[config.mk]
export PLATFORM = sky130hd
export DESIGN_NAME = error_tracker_readout_flat
export DESIGN_NICKNAME = d
export VERILOG_FILES = /design/src/rtl/errt_pkg.sv /design/src/rtl/error_tracker_readout_if.sv /design/src/rtl/errt_frame_buffer.sv /design/src/rtl/error_tracker_readout.sv /design/src/flat_wrapper.sv
export SDC_FILE = /design/constraint.sdc
export NUM_CORES = 1
export LEC_CHECK = 0
export BUFFER_PORTS_ARGS = -buffer_cell sky130_fd_sc_hd__buf_2
export CAP_MARGIN = 20
export CORE_MARGIN = 5
export CORE_UTILIZATION = 30
export CTS_CLUSTER_SIZE = 12
export DETAILED_ROUTE_END_ITERATION = 7
export GPL_TIMING_DRIVEN = 1
export PLACE_DENSITY = 0.57
export SLEW_MARGIN = 10
export SYNTH_ARGS = -nofsm -noshare
export SYNTH_HDL_FRONTEND = slang
export SYNTH_SLANG_ARGS = --single-unit
export TNS_END_PERCENT = 5
[constraint.sdc]
create_clock -name clk -period 3.65 [get_ports clk]
set_input_delay 0.1825 -clock clk [delete_from_list [all_inputs] [get_ports clk]]
set_output_delay 0.1825 -clock clk [all_outputs]
set_load 0.01 [all_outputs]
[src/rtl/errt_pkg.sv]
// Shared types and default geometry for the error tracker readout engine.
package errt_pkg;

    localparam int ERRT_NWORDS   = 5;
    localparam int ERRT_WORD_W   = 32;
    localparam int ERRT_ADDR_W   = 12;
    localparam int ERRT_SRAM_LAT = 1;
    localparam int ERRT_ARM_WAIT = 2;

    typedef enum logic [2:0] {
        IDLE    = 3'd0,
        ARM     = 3'd1,
        ADDR    = 3'd2,
        WAIT    = 3'd3,
        SEND    = 3'd4,
        RELEASE = 3'd5
    } errt_rd_state_t;

    // The tracker stays frozen (read held) from arming until the last word is sent.
    function automatic logic errt_holds_read(input errt_rd_state_t s);
        logic r;
        case (s)
            ARM, ADDR, WAIT, SEND: r = 1'b1;
            default:               r = 1'b0;
        endcase
        return r;
    endfunction

endpackage

[src/rtl/error_tracker_readout_if.sv]
// Valid/ready word stream from the readout engine toward the host capture path.
interface error_tracker_readout_if #(
    parameter int word_w = errt_pkg::ERRT_WORD_W
) ();
    logic [word_w-1:0] out_data;
    logic              out_valid;
    logic              out_ready;

    modport master (output out_data, output out_valid, input out_ready);
    modport slave  (input out_data, input out_valid, output out_ready);
endinterface

[src/rtl/errt_frame_buffer.sv]
// Capture registers for one tracker frame; loaded in a single cycle, read out one word at a time.
module errt_frame_buffer
    import errt_pkg::*;
#(
    parameter int n_words = ERRT_NWORDS,
    parameter int word_w  = ERRT_WORD_W,
    localparam int IDX_W  = (n_words > 1) ? $clog2(n_words) : 1
) (
    input  logic                      clk,
    input  logic                      rstb,
    input  logic                      load,
    input  logic [IDX_W-1:0]          idx,
    input  logic [n_words*word_w-1:0] data_in,
    output logic [word_w-1:0]         data_out
);

    logic [word_w-1:0] words_r [n_words];

    // Capture every word of the frame on the load strobe.
    always_ff @(posedge clk or negedge rstb) begin
        if (!rstb) begin
            for (int k = 0; k < n_words; k++) begin
                words_r[k] <= {word_w{1'b0}};
            end
        end else if (load) begin
            for (int k = 0; k < n_words; k++) begin
                words_r[k] <= data_in[k*word_w +: word_w];
            end
        end else begin
            for (int k = 0; k < n_words; k++) begin
                words_r[k] <= words_r[k];
            end
        end
    end

    // Word select; out-of-range indices read as zero.
    always_comb begin
        data_out = {word_w{1'b0}};
        if (int'(idx) < n_words) begin
            data_out = words_r[idx];
        end else begin
            data_out = {word_w{1'b0}};
        end
    end

endmodule

[src/rtl/error_tracker_readout.sv]
// Error tracker readout: freezes the tracker, walks its frames and streams each frame's words, then re-arms it.
module error_tracker_readout
    import errt_pkg::*;
#(
    parameter int addrwidth = ERRT_ADDR_W,
    parameter int n_words   = ERRT_NWORDS,
    parameter int word_w    = ERRT_WORD_W,
    parameter int sram_lat  = ERRT_SRAM_LAT,
    parameter int arm_wait  = ERRT_ARM_WAIT
) (
    input  logic                      clk,
    input  logic                      rstb,
    input  logic                      start,
    input  logic                      abort,
    input  logic [addrwidth:0]        num_frames,
    output logic [addrwidth-1:0]      errt_addr,
    output logic                      errt_read,
    output logic                      errt_enable,
    input  logic [n_words*word_w-1:0] errt_data,
    error_tracker_readout_if.master   out_if,
    output logic                      busy,
    output logic                      done
);

    localparam int FW      = addrwidth + 1;
    localparam int IDX_W   = (n_words > 1) ? $clog2(n_words) : 1;
    localparam int CNT_MAX = (arm_wait > sram_lat) ? arm_wait : sram_lat;
    localparam int CNT_W   = (CNT_MAX > 1) ? $clog2(CNT_MAX + 1) : 1;

    localparam logic [FW-1:0]        FRAMES_MAX = {1'b1, {addrwidth{1'b0}}};
    localparam logic [FW-1:0]        FRAME_ONE  = FW'(1);
    localparam logic [addrwidth-1:0] ADDR_MAX   = {addrwidth{1'b1}};
    localparam logic [addrwidth-1:0] ADDR_ONE   = addrwidth'(1);
    localparam logic [IDX_W-1:0]     IDX_LAST   = IDX_W'(n_words - 1);
    localparam logic [IDX_W-1:0]     IDX_ONE    = IDX_W'(1);
    localparam logic [CNT_W-1:0]     CNT_ZERO   = {CNT_W{1'b0}};
    localparam logic [CNT_W-1:0]     CNT_ONE    = CNT_W'(1);

    errt_rd_state_t        state_r, next_state_s;
    logic [CNT_W-1:0]      cnt_r, cnt_nxt_s;
    logic [FW-1:0]         frame_r, frame_nxt_s, frame_inc_s;
    logic [FW-1:0]         num_r, num_nxt_s;
    logic [addrwidth-1:0]  addr_r, addr_nxt_s;
    logic [IDX_W-1:0]      idx_r, idx_nxt_s;
    logic                  load_s, accept_s;
    logic                  out_valid_r, errt_read_r, errt_enable_r, busy_r, done_r;
    logic [word_w-1:0]     fb_data_s;

    assign accept_s    = out_valid_r & out_if.out_ready;
    assign frame_inc_s = frame_r + FRAME_ONE;

    // State register.
    always_ff @(posedge clk or negedge rstb) begin
        if (!rstb) begin
            state_r <= IDLE;
        end else begin
            state_r <= next_state_s;
        end
    end

    // Next-state and counter updates.
    always_comb begin
        next_state_s = state_r;
        cnt_nxt_s    = cnt_r;
        frame_nxt_s  = frame_r;
        num_nxt_s    = num_r;
        addr_nxt_s   = addr_r;
        idx_nxt_s    = idx_r;
        load_s       = 1'b0;
        case (state_r)
            IDLE: begin
                if (start) begin
                    frame_nxt_s = {FW{1'b0}};
                    addr_nxt_s  = {addrwidth{1'b0}};
                    idx_nxt_s   = {IDX_W{1'b0}};
                    cnt_nxt_s   = CNT_W'(arm_wait - 1);
                    num_nxt_s   = (num_frames > FRAMES_MAX) ? FRAMES_MAX : num_frames;
                    if (abort || (num_frames == {FW{1'b0}})) begin
                        next_state_s = RELEASE;
                    end else begin
                        next_state_s = ARM;
                    end
                end else begin
                    next_state_s = IDLE;
                end
            end
            ARM: begin
                if (abort) begin
                    next_state_s = RELEASE;
                end else if (cnt_r == CNT_ZERO) begin
                    next_state_s = ADDR;
                end else begin
                    cnt_nxt_s = cnt_r - CNT_ONE;
                end
            end
            ADDR: begin
                if (abort) begin
                    next_state_s = RELEASE;
                end else begin
                    next_state_s = WAIT;
                    cnt_nxt_s    = CNT_W'(sram_lat - 1);
                end
            end
            WAIT: begin
                if (abort) begin
                    next_state_s = RELEASE;
                end else if (cnt_r == CNT_ZERO) begin
                    next_state_s = SEND;
                    load_s       = 1'b1;
                    idx_nxt_s    = {IDX_W{1'b0}};
                end else begin
                    cnt_nxt_s = cnt_r - CNT_ONE;
                end
            end
            SEND: begin
                // An aborting word still waits for its accept before the engine stops.
                if (accept_s) begin
                    if (idx_r == IDX_LAST) begin
                        frame_nxt_s = frame_inc_s;
                        idx_nxt_s   = {IDX_W{1'b0}};
                        if (abort || (frame_inc_s == num_r) || (addr_r == ADDR_MAX)) begin
                            next_state_s = RELEASE;
                        end else begin
                            next_state_s = ADDR;
                            addr_nxt_s   = addr_r + ADDR_ONE;
                        end
                    end else begin
                        idx_nxt_s = idx_r + IDX_ONE;
                        if (abort) begin
                            next_state_s = RELEASE;
                        end else begin
                            next_state_s = SEND;
                        end
                    end
                end else begin
                    next_state_s = SEND;
                end
            end
            RELEASE: begin
                next_state_s = IDLE;
            end
            default: begin
                next_state_s = IDLE;
            end
        endcase
    end

    // Datapath counters and registered outputs, decoded from the upcoming state.
    always_ff @(posedge clk or negedge rstb) begin
        if (!rstb) begin
            cnt_r         <= CNT_ZERO;
            frame_r       <= {FW{1'b0}};
            num_r         <= {FW{1'b0}};
            addr_r        <= {addrwidth{1'b0}};
            idx_r         <= {IDX_W{1'b0}};
            out_valid_r   <= 1'b0;
            errt_read_r   <= 1'b0;
            errt_enable_r <= 1'b0;
            busy_r        <= 1'b0;
            done_r        <= 1'b0;
        end else begin
            cnt_r         <= cnt_nxt_s;
            frame_r       <= frame_nxt_s;
            num_r         <= num_nxt_s;
            addr_r        <= addr_nxt_s;
            idx_r         <= idx_nxt_s;
            out_valid_r   <= (next_state_s == SEND);
            errt_read_r   <= errt_holds_read(next_state_s);
            errt_enable_r <= (next_state_s == RELEASE);
            busy_r        <= (next_state_s != IDLE);
            done_r        <= (state_r == RELEASE);
        end
    end

    errt_frame_buffer #(
        .n_words (n_words),
        .word_w  (word_w)
    ) u_frame_buffer (
        .clk      (clk),
        .rstb     (rstb),
        .load     (load_s),
        .idx      (idx_r),
        .data_in  (errt_data),
        .data_out (fb_data_s)
    );

    assign out_if.out_data  = fb_data_s;
    assign out_if.out_valid = out_valid_r;
    assign errt_addr        = addr_r;
    assign errt_read        = errt_read_r;
    assign errt_enable      = errt_enable_r;
    assign busy             = busy_r;
    assign done             = done_r;

endmodule

[src/flat_wrapper.sv]
// flat-port wrapper written by rule: the top's interface ports become plain ports
module error_tracker_readout_flat import errt_pkg::*;
#(
    parameter int addrwidth = ERRT_ADDR_W,
    parameter int n_words   = ERRT_NWORDS,
    parameter int word_w    = ERRT_WORD_W,
    parameter int sram_lat  = ERRT_SRAM_LAT,
    parameter int arm_wait  = ERRT_ARM_WAIT
)
  (clk, rstb, start, abort, num_frames, errt_addr, errt_read, errt_enable, errt_data, busy, done, out_if_out_data, out_if_out_valid, out_if_out_ready);
  error_tracker_readout_if #(.word_w(word_w)) out_if_i ();
  input  logic clk;
  input  logic rstb;
  input  logic start;
  input  logic abort;
  input  logic [addrwidth:0] num_frames;
  output logic [addrwidth-1:0] errt_addr;
  output logic errt_read;
  output logic errt_enable;
  input  logic [n_words*word_w-1:0] errt_data;
  output logic busy;
  output logic done;
  output wire logic [$bits(out_if_i.out_data)-1:0] out_if_out_data;
  output wire logic [$bits(out_if_i.out_valid)-1:0] out_if_out_valid;
  input wire logic [$bits(out_if_i.out_ready)-1:0] out_if_out_ready;
  assign out_if_out_data = out_if_i.out_data;
  assign out_if_out_valid = out_if_i.out_valid;
  assign out_if_i.out_ready = out_if_out_ready;
  error_tracker_readout #(.addrwidth(addrwidth), .n_words(n_words), .word_w(word_w), .sram_lat(sram_lat), .arm_wait(arm_wait)) u_core (.clk(clk), .rstb(rstb), .start(start), .abort(abort), .num_frames(num_frames), .errt_addr(errt_addr), .errt_read(errt_read), .errt_enable(errt_enable), .errt_data(errt_data), .out_if(out_if_i), .busy(busy), .done(done));
endmodule
### Word-level counts from Yosys, hierarchy flattened

Cells that the tools add are included.

* divide/modulo/power cells: 0
* multipliers: 0
* magnitude comparators: 3
* $add $sub $neg: 4
* bitwise logic cells: 2
* shifts and indexed selects: 0
* equal/unequal tests: 22
* reduce and logical (&&, ||, !) cells: 17
* muxes and demuxes: 41

Operators with widths (count)
* binary-select mux 32 bit (select 3 bit): 1
* two-way mux 32 bit: 3
* two-way mux 13 bit: 4
* two-way mux 12 bit: 4
* two-way mux 3 bit: 15
* one-hot mux 13 bit (2 select lines): 1
* one-hot mux 12 bit (2 select lines): 1
* == test 3 bit, second input constant: 5
* one-hot mux 3 bit (5 select lines): 1
* AND reduction 5 bit: 3
* adder 13 x 1 -> 13 bit, second input constant: 1
* == test 13 bit: 1
* greater-than comparator 13 bit, second input constant: 1
* zero test 13 bit: 1
* adder 12 x 1 -> 12 bit, second input constant: 1
* == test 12 bit, second input constant: 1
* == test 3 x 2 -> 1 bit, second input constant: 4
* inequality test 2 bit, second input constant: 6
* one-hot mux 3 bit (3 select lines): 1
* nonzero test 3 bit: 3
* two-way mux 2 bit: 4
* == test 3 x 1 -> 1 bit, second input constant: 2
* inequality test 2 x 1 -> 1 bit, second input constant: 3
* one-hot mux 2 bit (3 select lines): 1
* other kinds (15): 21

* bits of input ports: 178
* bits in writable memories: 0
* latch bits: 0
* memory bits (read-only): 0
* bits in registers: 211
* word-level logic and storage cells: 105
* output and inout port bits: 49
* memories: 0

### Depth between registers and ports, before layout

Gate-level depths: netlist of the first run.

* depth after elaboration: 11
* depth in mapped cells: 10
* mapped depth without buffers: 8

### Modules after synthesis

From an unflattened synthesis of the first run, not the netlist that was laid out.

* cells, all modules: 797
* area total of the unflattened synthesis: 10189.8 um^2

Modules (own cells, without submodules)
* errt_frame_buffer: seq. area each 4003.8 um^2, cells an instance 487, instances 1, area each 7257.0 um^2
* error_tracker_readout: seq. area each 1276.2 um^2, cells an instance 310, instances 1, area each 2932.8 um^2

### Worst setup path before layout of the first run

OpenSTA, ideal clock, no wires.

* kind: reg-to-reg
* start: register u_core.frame_r[0]
* end: register u_core.addr_r[8] (netlist: u_core.errt_addr[8])
* data arrival time: 2478 ps
* setup slack: 1053 ps
* clock period less this slack: 2597 ps
* setup time: 120 ps
* required time: 3530 ps
* cell stages (with the launch flop): 11
* buffers on the path: 2
* path through: dfrtp_1 -> ha_1 -> and2_1 -> buf_2 -> nand4_2 -> xnor2_1 -> or4_1 -> o31ai_4 -> buf_6 -> o41ai_1 -> a31o_1

* cells in the longest elaborated chain, start to end: 6

Ends and longest elaborated chain
* from (decl): line error_tracker_readout.sv:41 `logic [FW-1:0] frame_r, frame_nxt_s, frame_inc_s;`
* from (signal assigned): line error_tracker_readout.sv:152 `frame_r <= {FW{1'b0}};`
* from (signal assigned): line error_tracker_readout.sv:163 `frame_r <= frame_nxt_s;`
* adder 13 x 1 -> 13 bit: line error_tracker_readout.sv:50 `assign frame_inc_s = frame_r + FRAME_ONE;`
* == test 13 bit: line error_tracker_readout.sv:121 `if (abort || (frame_inc_s == num_r) || (addr_r == ADDR_MAX)) begin`
* logical OR 1 bit (2 in a row): line error_tracker_readout.sv:121
* inequality test 2 bit (no source line)
* AND reduction 5 bit (no source line)
* to (signal assigned): line error_tracker_readout.sv:154 `addr_r <= {addrwidth{1'b0}};`
* to (signal assigned): line error_tracker_readout.sv:165 `addr_r <= addr_nxt_s;`
* to (decl): line error_tracker_readout.sv:43 `logic [addrwidth-1:0] addr_r, addr_nxt_s;`

Every way passes these cells.
A chain may end at the register's enable or synchronous reset.

### Worst setup path in the final report of the first run

* start: register u_core.frame_r[0]
* end: register u_core.addr_r[1] (netlist: u_core.errt_addr[1])

Same word-level chain as after synthesis.

==> results of run 1 <==
==> through the flow <==
step                      worst slack, ps  std cells  hold WS (ps)
after floorplan                      1053        824        -113.1
after CTS                           670.0       1678         32.41
after detailed placement            679.4       1459         307.8
after global placement              750.4       1459         307.0
after global routing                476.8       1679         91.76
final                               660.3       1679         75.20
==> power groups by stage <==
stage / Clock [µW] / Combinational, µW / Sequential (µW)
2_1_floorplan: 0 / 1390 / 3040
3_3_place_gp: 0 / 1960 / 3140
3_5_place_dp: 0 / 1980 / 3160
4_1_cts: 2640 / 2140 / 3130
5_1_grt: 2740 / 2340 / 3190
6_report: 2560 / 2120 / 3130
==> cells in the final DEF, fill, tap and decap left out, drive strengths merged, types with 10 or more instances in the layout <==
cell type      n
buf          240
dfrtp        211
dlygate4sd3  174
mux2         161
nand2         64
o21ai         53
inv           44
clkbuf        36
mux4          32
nand3         18
nor3          15
mux2i         11
a21oi         11
o31ai         11
xnor2         10
and2          10
a22o          10
==> synth_stat cells, drive strengths merged (5+ instances only) <==
cell type	instances	area (µm²)
inv	43	161.4
clkbuf	41	153.9
nand4	9	62.56
ha	5	62.56
nand2	64	240.2
nor3	15	75.07
a21oi	11	55.05
o21ai	53	265.3
nand3	18	95.09
nor2	9	33.78
dfrtp	211	5280
o31ai	11	96.34
buf	12	63.81
and2	10	62.56
nand2b	7	43.79
mux4	32	720.7
nor4	5	31.28
mux2i	11	110.1
a22o	10	87.58
a31oi	5	31.28
and3	8	50.05
xnor2	10	87.58
mux2	161	1813
==> kinds of logic after synthesis <==
| kind of cell | Yosys count | synth area share |
|---|---|---|
| flip-flops | 211 | 0.5179 |
| multiplexers | 204 | 0.2593 |
| AND/OR/NAND/NOR | 167 | 0.08381 |
| AO/OA/AOI/OAI | 127 | 0.08369 |
| buffers and inverters | 96 | 0.03718 |
| XOR/XNOR | 14 | 0.01203 |
| adder cells (fa/ha/maj) | 5 | 0.006136 |
==> flip-flops by register name, indices dropped and copies added, names as in the netlist <==
name                           flops
u_core.state_r                     3
u_core.idx_r                       3
u_core.errt_addr                  12
u_core.busy                        1
u_core.errt_enable                 1
u_core.cnt_r                       2
u_core.out_if.out_valid            1
u_core.done                        1
u_core.u_frame_buffer.words_r    160
u_core.errt_read                   1
u_core.num_r                      13
u_core.frame_r                    13
==> repair_timing <==
action	in CTS	in global routing
hold buffers	174	0
setup endpoints to repair	0	0
hold endpoints to repair	274	0
==> final timing paths <==
path | startpoint | end | slack (ps)
worst max register to register | u_core.frame_r[0]$_DFFE_PN0P_ | u_core.errt_addr[1]$_DFFE_PN0P_ | 660
worst min-delay path | abort | u_core.state_r[1]$_DFF_PN0_ | 80
worst max-delay path | u_core.frame_r[0]$_DFFE_PN0P_ | u_core.errt_addr[1]$_DFFE_PN0P_ | 660
min in group asynchronous | rstb | u_core.errt_addr[2]$_DFFE_PN0P_ | 290
worst min register to register | u_core.u_frame_buffer.words_r[71]$_DFFE_PN0P_ | u_core.u_frame_buffer.words_r[71]$_DFFE_PN0P_ | 500
max in group asynchronous | rstb | u_core.u_frame_buffer.words_r[131]$_DFFE_PN0P_ | 2400
==> final cells by class <==
cell class	instances	area [µm²]	area share
multi-input combinational	517	4538	0.3148
clock inverter	9	110.1	0.007637
tap	448	560.5	0.03888
antenna	1	2.502	0.0001736
timing repair buffer	414	3025	0.2098
sequential	211	5283	0.3664
inverter	43	161.4	0.01119
clock buffer	36	737.0	0.05112
==> critical path: stages (launching register included) <==
cell	delay, ps
dfrtp_1	430
ha_1	270
and2_1	390
nand4_2	240
xnor2_1	190
or4_1	520
o31ai_4	240
buf_4	240
o21ai_1	180
mux2i_1	160
==> routing by layer <==
metal	vias to the layer above	global-route usage
li1	3776	-
met1	3987	0.1969
met2	206	0.2596
met3	39	0.03878
met4	0	0.03359
met5	-	0
==> impl_summary.log, run 1 <==
INFO  metric synth.ff_latch_count = 211
INFO  metric switchingPower = 2344 µW
INFO  metric timing.max_slew.rel_slack = 0.4402
INFO  metric timing.final.crit_period = 2990 ps
INFO  metric met3_wirelength = 1.705 mm
INFO  metric cts_tree = built
INFO  metric floorplan.core_area = 0.03353 mm²
INFO  metric effective_utilization_at_floorplan = 0.3041
INFO  metric achievable_freq = 334.5 MHz
INFO  metric hpwlAfterDp = 19.01 mm
INFO  metric hold_violations = 0
INFO  metric highest-signal-layer = met4
INFO  metric switching_share = 0.3002
INFO  metric ioPinCount = 227
INFO  metric detailroute.via_count = 8008
INFO  metric status = finished clean
INFO  metric antenna_violating_nets_left = 0
INFO  metric power.density_cell_area = 541.8 mW/mm²
INFO  metric cell_internal_pwr = 5466 µW
INFO  metric die_w = 194.4 µm
INFO  metric setup_repair_after_global_routing_missed_its_margin = no
INFO  metric timing.critical_path.fanout_max = 15
INFO  metric count_of_warnings_emitted_by_yosys = 0
INFO  metric synth_cells = 824
INFO  metric clock_path_buffers = 3
INFO  metric cellLeakagePower = 0.006859 µW
INFO  metric seq_power_share = 0.401
INFO  metric maxCapViolCount = 0
INFO  metric vdd_drop_max = 422.5 µV
INFO  metric antenna_found_initial = 1
INFO  metric timing.setup.critical_path_class = register to register
INFO  metric post_cts.resized_instances = 0
INFO  metric cp-end-kind = register
INFO  metric rd_place_congestion = 0.8606
INFO  metric power.combinational.fraction = 0.271
INFO  metric filler_cell_count = 3151
INFO  metric cts_buffers = 25
INFO  metric hold-path-cell-count = 4
INFO  metric count_of_unresolved_drc_violations_after_routing = 0
INFO  metric timing.final.crit_share = 0.8191
INFO  metric design.die.area = 0.03777 mm²
INFO  metric required = 4050 ps
INFO  metric synth_edf_count = 0
INFO  metric ys_types = 61
INFO  metric track_usage = 0.1523
INFO  metric worst_pin_slew = 839.8 ps
INFO  metric drt-vias-per-instance = 4.770
INFO  metric detailedRoute.firstIterationViolations = 362
INFO  metric clk_pin_slew = 60 ps
INFO  metric grt_max_degree = 105
INFO  metric h_tree_depth = 1
INFO  metric insertion_delay = 550 ps
INFO  metric areaGrowthSynthToFinish = 41.40%
INFO  metric crit_path_start_kind = register
INFO  metric syn-cell-area = 0.01020 mm²
INFO  metric wl_per_cell = 17.38 µm
INFO  metric yosysSeqAreaShare = 0.5179
INFO  metric wire_length_of_the_first_global_routing_pass = 47.62 mm
INFO  metric finalCoreUtilization = 0.4300
INFO  metric layout.nets = 1395
INFO  metric wl_met1 = 12.35 mm
INFO  metric clkSinkCount = 211
INFO  metric async_flop_share = 1.000
INFO  metric placedInstanceArea = 0.01183 mm²
INFO  metric rows = 67
INFO  metric first_global_vias = 8625
INFO  metric synthFlopType = dfrtp_1
INFO  metric finClkSkew = 17.67 ps
INFO  metric drt_pre_antenna_iters = 6
INFO  metric die_h = 194.4 µm
INFO  metric setup_total_negative_slack = 0 ps
INFO  metric grt_overflow = 0
INFO  metric min-delay-path-class = input pin to register
INFO  metric share_clk_of_total_power = 0.328
INFO  metric setup_violations = 0
INFO  metric synth.avg_cell_area = 12.37 µm²
INFO  metric postCtsSetupRepairBufs = 0
INFO  metric finalWirelength = 29.19 mm
INFO  metric portBuffers = 226
INFO  metric dr_wl_met2 = 14.50 mm
INFO  metric mappedNetlistNets = 1007
INFO  metric stdcell_area = 0.01442 mm²
INFO  metric cp.arrival = 3390 ps
INFO  metric clk_tree_root_cell = clkbuf_16
INFO  metric fin_total_pwr = 7811 µW
INFO  metric final-max-slew-violation-count = 0
INFO  metric share_of_post_route_cells_with_drive_strength_above_1 = 0.3927
INFO  metric r2r.worst_path.cells = 9
(Power assumes the default switching activity.)
==> run 2, diff against run 1 <==
==> constraint.sdc (replaced) <==
create_clock -name clk -period 2.8 [get_ports clk]
set_input_delay 0.14 -clock clk [delete_from_list [all_inputs] [get_ports clk]]
set_output_delay 0.14 -clock clk [all_outputs]
set_load 0.01 [all_outputs]
==> run 2 against run 1 <==
Clock skew decreased by 2.1 ps. Non-clock buffer count increased by 21. Sequential cell count unchanged. Wire length about the same. Register-to-register slack got worse by 550 ps. Sequential share of layout area decreased by 0.34 points. Cell count increased by 0.89%. Utilization increased by 0.41 points. Count of clock-buffer cells in the layout decreased by 4. Largest power group unchanged.
==> impl_summary.log, run 2 (synthesis results as in run 1) <==
INFO  metric insertion_delay = 540 ps
INFO  metric first_global_vias = 8756
INFO  metric wl_met1 = 12.65 mm
INFO  metric layout.nets = 1416
INFO  metric final-max-slew-violation-count = 0
INFO  metric timing.max_slew.rel_slack = 0.5519
INFO  metric top_regs = u_core.u_frame_buffer.words_r: 160 flops, u_core.frame_r: 13 flops, u_core.num_r: 13 flops
INFO  metric min-delay-path-class = input pin to register
INFO  metric wl_per_cell = 17.22 µm
INFO  metric drt-vias-per-instance = 4.795
INFO  metric status = finished clean
INFO  metric drt_pre_antenna_iters = 5
INFO  metric die_w = 194.4 µm
INFO  metric cell_internal_pwr = 7051 µW
INFO  metric clock_path_buffers = 3
INFO  metric share_clk_of_total_power = 0.318
INFO  metric max_flop_register = u_core.u_frame_buffer.words_r
INFO  metric highest-signal-layer = met4
INFO  metric rows = 67
INFO  metric clkSinkCount = 211
INFO  metric power.combinational.fraction = 0.280
INFO  metric timing.setup.critical_path_class = register to register
INFO  metric portBuffers = 226
INFO  metric achievable_freq = 372.0 MHz
INFO  metric setup_total_negative_slack = 0 ps
INFO  metric required = 3200 ps
INFO  metric layoutNonFillerInstCount = 1694
INFO  metric antenna_violating_nets_left = 0
INFO  metric cp.arrival = 3090 ps
INFO  metric clk_pin_slew = 60 ps
INFO  metric crit_path_start_kind = register
INFO  metric cellLeakagePower = 0.006931 µW
INFO  metric finClkSkew = 15.54 ps
INFO  metric grt_max_degree = 85
INFO  metric floorplan.core_area = 0.03353 mm²
INFO  metric grt_overflow = 0
INFO  metric stdcell_area = 0.01456 mm²
INFO  metric worst_pin_slew = 672.1 ps
INFO  metric layout_commonest_cell = buf_2
INFO  metric timing.final.crit_share = 0.9602
INFO  metric finalCoreUtilization = 0.4341
INFO  metric antenna_found_initial = 1
INFO  metric areaGrowthSynthToFinish = 42.75%
INFO  metric die_h = 194.4 µm
INFO  metric maxCapViolCount = 0
INFO  metric power.density_cell_area = 691.5 mW/mm²
INFO  metric timing.critical_path.fanout_max = 11
INFO  metric postCtsSetupRepairBufs = 0
INFO  metric cts_buffers = 25
INFO  metric most-common-layout-cells = buf_2, dfrtp_1, dlygate4sd3_1
INFO  metric detailroute.via_count = 8122
INFO  metric seq_power_share = 0.402
INFO  metric effective_utilization_at_floorplan = 0.3041
INFO  metric rd_place_congestion = 0.8331
INFO  metric placedInstanceArea = 0.01198 mm²
INFO  metric finalWirelength = 29.18 mm
INFO  metric timing.final.crit_period = 2688 ps
INFO  metric design.die.area = 0.03777 mm²
INFO  metric hold_violations = 0
INFO  metric track_usage = 0.1531
INFO  metric largest_register_ff_count = 160
INFO  metric clk_tree_root_cell = clkbuf_16
INFO  metric cp-end-kind = register
INFO  metric setup_repair_after_global_routing_missed_its_margin = no
INFO  metric switching_share = 0.2994
INFO  metric count_of_unresolved_drc_violations_after_routing = 0
INFO  metric numPlacedInstances = 1478
INFO  metric hpwlAfterDp = 19.42 mm
INFO  metric vdd_drop_max = 460.7 µV
INFO  metric h_tree_depth = 1
INFO  metric switchingPower = 3013 µW
INFO  metric share_of_post_route_cells_with_drive_strength_above_1 = 0.4024
INFO  metric wire_length_of_the_first_global_routing_pass = 47.84 mm
INFO  metric cts_tree = built
INFO  metric setup_violations = 0
INFO  metric met3_wirelength = 1.657 mm
INFO  metric dr_wl_met2 = 14.15 mm
INFO  metric ioPinCount = 227
INFO  metric detailedRoute.firstIterationViolations = 309
## run 2: path summary, 6_finish.rpt
| path | startpoint | end | slack, ps | cells past startpoint |
|---|---|---|---|---|
| worst max register to register | u_core.frame_r[4]$_DFFE_PN0P_ | u_core.errt_addr[1]$_DFFE_PN0P_ | 110 | 8 |
| worst min register to register | u_core.u_frame_buffer.words_r[39]$_DFFE_PN0P_ | u_core.u_frame_buffer.words_r[39]$_DFFE_PN0P_ | 500 | 1 |
| worst min-delay path | abort | u_core.state_r[1]$_DFF_PN0_ | 40 | 4 |
| worst max-delay path | u_core.frame_r[4]$_DFFE_PN0P_ | u_core.errt_addr[1]$_DFFE_PN0P_ | 110 | 8 |
| max in group asynchronous | rstb | u_core.u_frame_buffer.words_r[63]$_DFFE_PN0P_ | 1790 | 3 |
| min in group asynchronous | rstb | u_core.errt_addr[3]$_DFFE_PN0P_ | 200 | 2 |
## run 2: cell type report
| class | instances | area, µm² |
|---|---|---|
| antenna | 1 | 2.502 |
| sequential | 211 | 5284 |
| tap | 448 | 560.5 |
| inverter | 43 | 161.4 |
| clock buffer | 32 | 691.9 |
| fill | 3106 | 18980 |
| clock inverter | 7 | 100.1 |
| timing repair buffer | 435 | 3208 |
| multi-input combinational | 517 | 4547 |
## run 2: critical path: stages (launching register included)
cell,delay [ps]
dfrtp_2,480
or3_1,380
a211oi_2,230
nor3_1,120
or4_1,600
o31ai_4,270
buf_4,170
o21ai_1,150
mux2i_1,160
## run 2: what timing repair did
item | 4_1_cts | 5_1_grt
gates resized for setup | 0 | 6
setup endpoints to repair | 0 | 23
endpoints found under the hold margin | 253 | 0
hold buffers | 176 | 0
## run 2: through the flow
stage | power [µW] | hold WS [ps] | setup WS, ps
3_3_place_gp | 6689 | 207.6 | 103.9
3_5_place_dp | 6737 | 202.0 | 70.99
5_1_grt | 10670 | 56.34 | 8.590
2_1_floorplan | 5776 | -155.6 | 202.6
6_report | 10060 | 40.73 | 111.5
4_1_cts | 10210 | 0.9839 | 16.83
## run 2: power groups by stage
stage	combinational, µW	sequential (µW)	clock [µW]
after detailed placement	2650	4090	0
final	2820	4050	3200
after global routing	3110	4130	3430
after CTS	2850	4040	3320
after global placement	2610	4080	0
after floorplan	1810	3960	0
## run 2: routing by layer
layer / track usage / vias up
met5: 0 / -
met4: 0.03594 / 0
met3: 0.03584 / 39
met2: 0.2570 / 222
met1: 0.2024 / 4053
li1: - / 3808
